## src/rtl/squareroot_mahsqr_k12.sv

```systemverilog
// squareroot_mahsqr_k12: 2-stage pipelined approximate 16-bit sqrt via leading-one normalisation and a chord fit
module squareroot_mahsqr_k12 #(
    parameter int K = 12
) (
    input  logic        clk,
    input  logic        rst,
    input  logic        in_valid,
    input  logic [15:0] R,
    output logic        out_valid,
    output logic [7:0]  final_op
);
    localparam logic [K+1:0] A_EVEN = (K+2)'(1 << K);
    localparam logic [K+1:0] A_ODD  = (K+2)'(5793);
    localparam logic [K-1:0] B_EVEN = K'(1697);
    localparam logic [K-1:0] B_ODD  = K'(2399);
    logic [3:0]     p;
    logic [15:0]    frac;
    logic [K-1:0]   f_k_d;
    logic           v1;
    logic [2:0]     e;
    logic           odd;
    logic [K-1:0]   f_k;
    logic           zero;
    logic [2*K-1:0] prod;
    logic [K+1:0]   y;
    logic [K+8:0]   scaled;
    logic [8:0]     r;
    logic [7:0]     res;
    always_comb begin
        p = '0;
        for (int i = 1; i < 16; i++)
            if (R[i]) p = i[3:0];
    end
    // shifting past the leading one leaves the fraction left-aligned at bit 15
    assign frac  = R << (5'd16 - {1'b0, p});
    assign f_k_d = K'(frac >> (16 - K));
    always_ff @(posedge clk) begin
        if (rst) begin
            v1   <= 1'b0;
            e    <= '0;
            odd  <= 1'b0;
            f_k  <= '0;
            zero <= 1'b0;
        end else begin
            v1 <= in_valid;
            if (in_valid) begin
                e    <= p[3:1];
                odd  <= p[0];
                f_k  <= f_k_d;
                zero <= (R == 16'd0);
            end
        end
    end
    assign prod   = (2*K)'(f_k) * (2*K)'(odd ? B_ODD : B_EVEN);
    assign y      = (odd ? A_ODD : A_EVEN) + (K+2)'(prod >> K);
    assign scaled = ((K+9)'(y) << e) + (K+9)'(1 << (K-1));
    assign r      = 9'(scaled >> K);
    assign res    = zero ? 8'd0 : (r[8] ? 8'hFF : r[7:0]);
    always_ff @(posedge clk) begin
        if (rst) begin
            out_valid <= 1'b0;
            final_op  <= '0;
        end else begin
            out_valid <= v1;
            if (v1) final_op <= res;
        end
    end
endmodule

```

## config.mk

```make
export PLATFORM = sky130hd
export DESIGN_NAME = squareroot_mahsqr_k12
export DESIGN_NICKNAME = d
export VERILOG_FILES = /design/src/rtl/squareroot_mahsqr_k12.sv
export SDC_FILE = /design/constraint.sdc
export NUM_CORES = 1
export LEC_CHECK = 0
export ABC_AREA = 1
export CORE_MARGIN = 1.5
export CORE_UTILIZATION = 40
export DETAILED_ROUTE_END_ITERATION = 16
export DONT_BUFFER_PORTS = 1
export PLACE_DENSITY_LB_ADDON = 0.15
export SETUP_SLACK_MARGIN = 0.1
export SLEW_MARGIN = 20
export SYNTH_ARGS = -nofsm -noshare
export SYNTH_HDL_FRONTEND = slang
export SYNTH_SLANG_ARGS = --single-unit
```

## constraint.sdc

```tcl
create_clock -name clk -period 15.4 [get_ports clk]
set_clock_uncertainty 0.05 [all_clocks]
set_input_delay 2.31 -clock clk [delete_from_list [all_inputs] [get_ports clk]]
set_output_delay 2.31 -clock clk [all_outputs]
set_load 0.01 [all_outputs]
```

# ---- Word-level counts from Yosys, hierarchy flattened
# Cells that the tools add are included.
# Widths: inputs -> output; s select.
dict set report totals {
  in_bits 19
  wordCells 33
  reg_bits 27
  output_inout_bits 9
}
dict set report op_classes {
  n_shift 2
  reduce_logical 1
  mux 19
  multipliers 1
  n_addsub 3
}
# cell n
set ops {}
lappend ops {{$mux 4} 11}
lappend ops {{$mul 12x12->24} 1}
lappend ops {{$add 21x12->21 const B} 1}
lappend ops {{$shl 14x3->21} 1}
lappend ops {{$logic_not 16->1} 1}
lappend ops {{$mux 8} 2}
lappend ops {{$shl 16x5->16} 1}
lappend ops {{$add 13x12->14} 1}
lappend ops {{$mux 12} 1}
lappend ops {{$mux 11} 1}
lappend ops {{$sub 5x4->5 const A} 1}
lappend ops {{$mux 2} 2}
lappend ops {{$mux 3} 1}
lappend ops {{$mux 1} 1}

# ---- Longest topological paths before layout
# Gate-level depths: netlist of run 1.
dict set report logic_depth {
  ltp_word 17
  depth_mapped 46
  depth_no_buf 44
}

# ---- Worst setup path before layout of run 1
# Ideal clock, no wire load.
dict set report synth_path {
  path_type {register to register}
  start {reg odd}
  end {reg final_op[7]}
  period_less_slack_ns 7.259
  arrival_time_ns 7.075
  setup_slack_ns 8.141
  path_stages_with_launch 44
  setup_ns 0.133
  path_buffers 3
  required_ns 15.217
  cell_sequence {dfxtp_1 buf_6 clkbuf_1 buf_1 nor2_1 ha_1 fa_1 fa_1 fa_1 inv_1 fa_1 inv_1 ha_1 a21oi_1 o21ai_0 a21oi_1 nand2_2 a21oi_1 (+8 left out) nand4_1 nor2_1 nor2_2 nand3_1 nand3_1 nand3_1 nand2_1 nand2_1 o21ai_1 inv_1 ha_1 nand2_1 nor2_1 nand3_1 nand2_1 nand2_1 nand2_1 a21oi_2}
}
dict set report synth_between {
  elab_chain_cells 7
  elab_cells_between_ends 8
  cone_classes {add/sub: 2; mul: 1; shift: 1; mux: 4}
}
# item line_no
set synth_lines {}
lappend synth_lines {{from (decl)} 21} ;# logic odd;
lappend synth_lines {{from (signal assigned)} 48} ;# odd <= p[0];
lappend synth_lines {{$mux 12} 54} ;# assign prod = (2*K)'(f_k) * (2*K)'(odd ? B_ODD : B_EVEN);
lappend synth_lines {{$mul 12x12->24} 54}
lappend synth_lines {{$add 13x12->14 *} 55} ;# assign y = (odd ? A_ODD : A_EVEN) + (K+2)'(prod >> K);
lappend synth_lines {{$shl 14x3->21 *} 56} ;# assign scaled = ((K+9)'(y) << e) + (K+9)'(1 << (K-1));
lappend synth_lines {{$add 21x12->21 *} 56}
lappend synth_lines {{$mux 8 * (2 in series)} 58} ;# assign res = zero ? 8'd0 : (r[8] ? 8'hFF : r[7:0]);
lappend synth_lines {{to (signal assigned)} 65} ;# if (v1) final_op <= res;
lappend synth_lines {{to (decl)} 10} ;# output logic [7:0] final_op
# Every way passes the cells marked *; elsewhere a longest branch is shown, timed or not.
# A chain may end at the register's enable or synchronous reset.

# ---- Worst setup path in the final report of run 1
# Ends and elaborated chain as after synthesis.

==> metrics.txt, run 1 <==
share of total power in sequential cells=13.4%; I/O Pins=28; most prevalent standard cell on the critical path=sky130_fd_sc_hd__nand2_1; fin crit share=50.19%; Syn Inst Count=946; Initial Utilization=40.83%; delay of the slowest cell on the worst path=0.54 ns; global-route wire length before repair=26160 um; internal power=0.0002840 W; clock root buffer=sky130_fd_sc_hd__clkbuf_16; Post-DRT Antenna Nets=0; Die Height=130.3 um; clock tree from TritonCTS=yes; outcome=completed; total of fill cells in the finished design=1767; Setup Viol. Count Final=0; largest delay contributor family on the critical path=adder cells; post-route minimum period=7.729 ns; initial antenna violation count=0; post-cts repair resize count=0; commonest cells after routing, fill and taps aside=sky130_fd_sc_hd__nand2_1 (192), sky130_fd_sc_hd__inv_1 (191), sky130_fd_sc_hd__ha_1 (91), sky130_fd_sc_hd__o21ai_0 (69), sky130_fd_sc_hd__nand3_1 (68); EDFF count, synth=0; normalized max-slew margin=38.59%; distinct cell type count after synthesis=42; TritonCTS Buffers=3; area of the core region=15890 um^2; detailed-route DRC error count=0; pin count of the biggest net entering global routing=49; critical path required time=15.55 ns; number of flip-flops and latches in the synthesized netlist=27; HPWL Detailed=13100 um; slowest cell on the critical path=sky130_fd_sc_hd__fa_1; clock slew at the register clock pins of the worst setup and hold paths=0.07 ns; critical setup path kind=reg -> reg; kind of launch point of the worst setup path=register; number of buffers inserted to repair setup after CTS=0; critical path buffer and inverter count=6; overall die width=130.3 um; total vias in the final route=5460; leak pwr=3.821 nW; Total Routed Length=14760 um; Starting DRT DRC Count=248; DR pass1 iterations=7; hold violation count in the final report=0; maximum clock frequency=129.4 MHz; number of port buffers=0; Layout area overhead=3.279%; proportion of synthesized flip-flops having asynchronous set or reset=0%; hold bufs inserted after CTS=0; Core Rows=46; Max-Cap Viols=0; setup repair after global routing missed its margin=false; maximum vdd ir drop=0.05466 mV; GRT Residual Overflow=0; switching pwr=0.0003371 W; sequential share of the synthesized area=8.333%; global placer's final weighted congestion=0.8375; post-layout net count=1092; proportion of layout cells with a drive suffix above 1=5.252%; detailed-route wire length per cell=13.06 um; via count of the first global-routing pass=5572; synthesized cell area=6486 um^2; kind of end point of the critical path=register; via density per instance=4.832; Finished Core Util=42.17%; Sw Share=54.27%; total power=0.0006212 W; Clock Power Share=9.7%; logic gate share of total power=76.9%; Worst-Margin Slew=0.9146 ns; Setup Total Neg Slack=0 ns; Top FF cell, synth=sky130_fd_sc_hd__dfxtp_1; critical-path maximum fanout=48; power per unit of standard cell area=92.73 nW/um^2; most common cell after layout, fill and taps aside=sky130_fd_sc_hd__nand2_1; worst min path class=reg -> reg; Clock Path Buffers=2; data arrival time of the critical path=7.88 ns; Slew Limit Fails=0; antenna fix cells=0; average footprint of a synthesized cell=6.856 um^2; synth warn=0; global router's overall resource usage=19.04%; DIE AREA=16990 um^2; clock latency on the worst-skew pair=0.26 ns; maximum level of the CTS H-tree=1; number of sinks handled by clock tree synthesis=27
[cells in the mapped netlist (2+ instances only)]
cell | n | area [um^2]
sky130_fd_sc_hd__a21o_1 | 2 | 15.01
sky130_fd_sc_hd__a21oi_1 | 37 | 185.2
sky130_fd_sc_hd__a21oi_2 | 4 | 35.03
sky130_fd_sc_hd__buf_2 | 2 | 10.01
sky130_fd_sc_hd__clkbuf_1 | 35 | 131.4
sky130_fd_sc_hd__clkinv_1 | 6 | 22.52
sky130_fd_sc_hd__conb_1 | 2 | 7.510
sky130_fd_sc_hd__dfxtp_1 | 27 | 540.5
sky130_fd_sc_hd__fa_1 | 67 | 1341
sky130_fd_sc_hd__ha_1 | 91 | 1139
sky130_fd_sc_hd__inv_1 | 191 | 716.9
sky130_fd_sc_hd__inv_2 | 3 | 11.26
sky130_fd_sc_hd__nand2_1 | 192 | 720.7
sky130_fd_sc_hd__nand2_2 | 13 | 81.33
sky130_fd_sc_hd__nand2_4 | 2 | 22.52
sky130_fd_sc_hd__nand3_1 | 68 | 340.3
sky130_fd_sc_hd__nand3_2 | 9 | 90.09
sky130_fd_sc_hd__nand3b_1 | 3 | 22.52
sky130_fd_sc_hd__nand4_1 | 6 | 37.54
sky130_fd_sc_hd__nor2_1 | 57 | 214.0
sky130_fd_sc_hd__nor2_2 | 5 | 31.28
sky130_fd_sc_hd__nor2_4 | 3 | 33.78
sky130_fd_sc_hd__nor3_1 | 4 | 20.02
sky130_fd_sc_hd__nor4_1 | 3 | 18.77
sky130_fd_sc_hd__o211ai_1 | 6 | 45.04
sky130_fd_sc_hd__o21ai_0 | 69 | 345.3
sky130_fd_sc_hd__o21ai_1 | 8 | 40.04
sky130_fd_sc_hd__o21bai_1 | 3 | 22.52
sky130_fd_sc_hd__o221ai_1 | 2 | 17.52
sky130_fd_sc_hd__o22ai_1 | 4 | 25.02
sky130_fd_sc_hd__xnor2_1 | 5 | 43.79
sky130_fd_sc_hd__xor2_1 | 7 | 61.31
[registers in the layout (all words and copies together), names as in the netlist]
signal	cells
f_k	12
e	3
odd	1
final_op	8
zero	1
out_valid	1
v1	1
[stage by stage]
step	hold slack, ns	cell area (um^2)	setup slack [ns]	cells
floorplan	0.3957	6494	8.141	948
global placement	0.4021	6615	7.825	1126
detailed placement	0.4022	6615	7.717	1126
CTS	0.4136	6699	7.653	1130
global route	0.4367	6699	6.774	1130
finish	0.4136	6699	7.671	1130
[worst paths after layout]
kind | slack (ns) | depth (start not counted) | startpoint | end
max | 7.67 | 43 | odd$_SDFFE_PP0P_ | final_op[7]$_SDFFE_PP0P_
min | 0.41 | 2 | zero$_SDFFE_PP0P_ | zero$_SDFFE_PP0P_
max reg2reg | 7.67 | 43 | odd$_SDFFE_PP0P_ | final_op[7]$_SDFFE_PP0P_
min reg2reg | 0.41 | 2 | zero$_SDFFE_PP0P_ | zero$_SDFFE_PP0P_
[cells by family (layout without fill, tap and decap cells)]
logic type	Yosys count	in the layout	synth area share [%]
other	2	4	0.1158
xor gates and xnor gates	13	13	1.871
buffers and inverters	239	205	13.99
and+or+nand+nor	368	368	25.71
DFF	27	27	8.333
AOI/OAI and AO/OA	139	139	11.75
adders and majority gates	158	158	38.23
[final cells by class]
cell class              instances  area (um^2)  area share (%)
multi-input cells             682         5046           75.33
inverters                     200        750.7           11.21
flip-flops and latches         27        540.5           8.069
well taps                     216        270.3           4.034
clock buffers                   3        75.07           1.121
clock inverters                 1        8.758          0.1307
repair buffers                  1        7.507          0.1121
[worst register-to-register path, delay by kind of cell, from the launching register on]
kind                       cells  cell delay, ns
AOI/OAI and AO/OA              8            1.31
xor gates and xnor gates       1            0.08
adders and majority gates      8            3.32
buffers and inverters          6            0.72
DFF                            1            0.32
and+or+nand+nor               20            1.90
[power by group through the flow]
stage / Clock, W / Sequential [W] / Combinational, W
floorplan: 0 / 0.0000817 / 0.000383
global placement: 0 / 0.0000853 / 0.000480
detailed placement: 0 / 0.0000853 / 0.000480
CTS: 0.0000618 / 0.0000837 / 0.000485
global route: 0.0000657 / 0.0000846 / 0.000565
finish: 0.0000601 / 0.0000835 / 0.000478
[metal layers]
| layer | global-route usage [%] | vias up | share of wire (%) |
|---|---|---|---|
| met5 | 0 | - | 0 |
| met1 | 27.43 | 2502 | 52 |
| met3 | 1.517 | 2 | 2.1 |
| li1 | - | 2898 | - |
| met4 | 1.228 | 0 | 0.31 |
| met2 | 32.60 | 58 | 46 |
(Power assumes the default switching activity.)
==> run 2, diff against run 1 <==
- clock period: 15.4 -> 7.8 ns (I/O delays scaled with it)
==> run 2 against run 1 <==
- first-iteration DRC count increased by 7.7%
- global-route usage decreased by 0.73 points
- die area unchanged
- largest power group unchanged
- critical path type unchanged
- sequential power increased by 100%
- largest cell class unchanged
==> metrics.txt, run 2 (synthesis gave the netlist of run 1 again) <==
flip-flop count of the largest register, all copies and words added=12 (unchanged); overall die width=130.3 um (unchanged); worst min path class=reg -> reg (unchanged); global-route wire length before repair=25090 um (was 26160 um); normalized max-slew margin=36.15% (was 38.59%); via density per instance=4.859 (was 4.832); initial antenna violation count=0 (unchanged); endpoint of the most critical register-to-register path=final_op[7]$_SDFFE_PP0P_ (unchanged); Core Rows=46 (unchanged); clock tree from TritonCTS=yes (unchanged); TritonCTS Buffers=3 (unchanged); Sw Share=53.73% (was 54.27%); Hold Worst Slack=0.4210 ns (was 0.4136 ns); logic gate share of total power=77.6% (was 76.9%); Setup Viol. Count Final=0 (unchanged); power per unit of standard cell area=184.4 nW/um^2 (was 92.73 nW/um^2); Worst-Margin Slew=0.9509 ns (was 0.9146 ns); clock slew at the register clock pins of the worst setup and hold paths=0.07 ns (about the same); leak pwr=3.896 nW (was 3.821 nW); slowest cell on the critical path=sky130_fd_sc_hd__fa_1 (unchanged); pre-CTS worst setup slack=0.3379 ns (was 7.717 ns); Setup Total Neg Slack=0 ns (unchanged); DIE AREA=16990 um^2 (unchanged); hold violation count in the final report=0 (unchanged); most prevalent standard cell on the critical path=sky130_fd_sc_hd__nand2_1 (unchanged); Clock Power Share=9.3% (was 9.7%); Top Registers=f_k (12), final_op (8), e (3) (unchanged); Total Routed Length=14970 um (was 14760 um); commonest cells after routing, fill and taps aside=sky130_fd_sc_hd__inv_1 (185), sky130_fd_sc_hd__nand2_1 (185), sky130_fd_sc_hd__ha_1 (87), sky130_fd_sc_hd__nand3_1 (68), sky130_fd_sc_hd__fa_1 (66) (was sky130_fd_sc_hd__nand2_1 (192), sky130_fd_sc_hd__inv_1 (191), sky130_fd_sc_hd__ha_1 (91), sky130_fd_sc_hd__o21ai_0 (69), sky130_fd_sc_hd__nand3_1 (68)); post-route minimum period=7.048 ns (was 7.729 ns); setup repair after global routing missed its margin=false (unchanged); area of all sequential standard cells=548.0 um^2 (was 540.5 um^2); flop2flop setup slack=0.75 ns (was 7.67 ns); outcome=completed (unchanged); DR pass1 iterations=5 (was 7); fin crit share=90.36% (was 50.19%); via count of the first global-routing pass=5401 (was 5572); hold wc startpoint=zero$_SDFFE_PP0P_ (unchanged); I/O Pins=28 (unchanged); grt met3 use=1.681% (was 1.517%); area of the multi-input gates=5155 um^2 (was 5046 um^2); post-layout worst setup margin=0.7523 ns (was 7.671 ns); Slew Limit Fails=0 (unchanged); kind of launch point of the worst setup path=register (unchanged); total vias in the final route=5529 (was 5460); most crowded layer after global routing=met2 (unchanged); data arrival time of the critical path=7.20 ns (was 7.88 ns); clock latency on the worst-skew pair=0.26 ns (about the same); share of total power in sequential cells=13.1% (was 13.4%); HPWL Detailed=12750 um (was 13100 um); Post-DRT Antenna Nets=0 (unchanged); switching pwr=0.0006880 W (was 0.0003371 W); delay of the slowest cell on the worst path=0.53 ns (was 0.54 ns); Clock Path Buffers=2 (unchanged); internal power=0.0005925 W (was 0.0002840 W); maximum clock frequency=141.9 MHz (was 129.4 MHz); post-layout net count=1100 (was 1092); detailed-route wire length per cell=13.16 um (was 13.06 um); Layout area overhead=7.041% (was 3.279%); met2 layer usage reported by global route=31.11% (was 32.60%); critical-path maximum fanout=6 (was 48); maximum vdd ir drop=0.09579 mV (was 0.05466 mV); Initial Utilization=40.83% (unchanged); number of sinks handled by clock tree synthesis=27 (unchanged); global placer's final weighted congestion=0.8402 (was 0.8375); Die Height=130.3 um (unchanged); critical path required time=7.95 ns (was 15.55 ns); number of port buffers=0 (unchanged); proportion of layout cells with a drive suffix above 1=10.09% (was 5.252%); kind of end point of the critical path=register (unchanged); maximum level of the CTS H-tree=1 (unchanged); GRT Residual Overflow=0 (unchanged); register with the most flip-flops=f_k (unchanged); pin count of the biggest net entering global routing=49 (unchanged); total of fill cells in the finished design=1779 (was 1767); number of instances on the worst hold path=2 (unchanged); antenna fix cells=0 (unchanged); WHS Endpoint=zero$_SDFFE_PP0P_ (unchanged); area of the core region=15890 um^2 (unchanged); number of cell instances on the worst register-to-register path=45 (was 43); critical setup path kind=reg -> reg (unchanged); Starting DRT DRC Count=267 (was 248); global router's overall resource usage=18.32% (was 19.04%); detailed-route DRC error count=0 (unchanged); Max-Cap Viols=0 (unchanged); worst reg2reg startpoint=odd$_SDFFE_PP0P_ (unchanged); clock root buffer=sky130_fd_sc_hd__clkbuf_16 (unchanged); M1 GR Usage=26.16% (was 27.43%)
[run 2: per-layer routing]
layer	part of all wire [%]	vias up	routed length [um]
met5	0	-	0
met4	0.54	0	81
met3	3.0	4	449
met2	45	74	6702
met1	52	2531	7739
li1	-	2920	-
[run 2: how the worst max path moves through the flow]
stage	start	end	cells after the start
detailed placement	odd$_SDFFE_PP0P_	final_op[7]$_SDFFE_PP0P_	45
CTS	odd$_SDFFE_PP0P_	final_op[7]$_SDFFE_PP0P_	45
global placement	odd$_SDFFE_PP0P_	final_op[7]$_SDFFE_PP0P_	45
floorplan	odd$_SDFFE_PP0P_	final_op[7]$_SDFFE_PP0P_	43
finish	odd$_SDFFE_PP0P_	final_op[7]$_SDFFE_PP0P_	45
global route	odd$_SDFFE_PP0P_	final_op[7]$_SDFFE_PP0P_	45
[run 2: power groups by stage]
stage | clock [W] | sequential [W] | combinational, W
after global placement | 0 | 0.000169 | 0.000943
after floorplan | 0 | 0.000161 | 0.000755
after detailed placement | 0 | 0.000168 | 0.000939
final | 0.000119 | 0.000168 | 0.000994
after global routing | 0.000128 | 0.000170 | 0.00116
after CTS | 0.000121 | 0.000165 | 0.000951
[run 2: critical path, delay by kind of cell (launching register included)]
kind / cells / cell delay [ns]
xor+xnor: 1 / 0.07
flops: 1 / 0.39
fa+ha+maj: 8 / 3.05
buf+inv: 8 / 0.62
simple gates: 20 / 1.75
compound gates: 8 / 1.05
[run 2: layout make-up]
type                       instances  area share, %
clock buffer                       3          1.081
clock inverter                     1         0.1261
inverter                         200          10.85
multi-input combinational        682          74.25
sequential                        27          7.893
tap                              216          3.893
timing repair buffer               9          1.910
[run 2: repair_timing]
item | in CTS | in global routing
resized for setup | 0 | 50
hold buffers | 0 | 0
buffers inserted | 0 | 4
endpoints found under the hold margin | 0 | 0
endpoints found under the setup margin | 0 | 8
[run 2: metrics by stage]
stage	total power (W)	area (um^2)	cells	utilization (%)
after global placement	0.001112	6635	1127	41.77
after floorplan	0.0009166	6494	948	-
after global routing	0.001457	6943	1138	43.71
after detailed placement	0.001108	6635	1127	41.77
after CTS	0.001238	6719	1131	42.30
final	0.001281	6943	1138	43.71
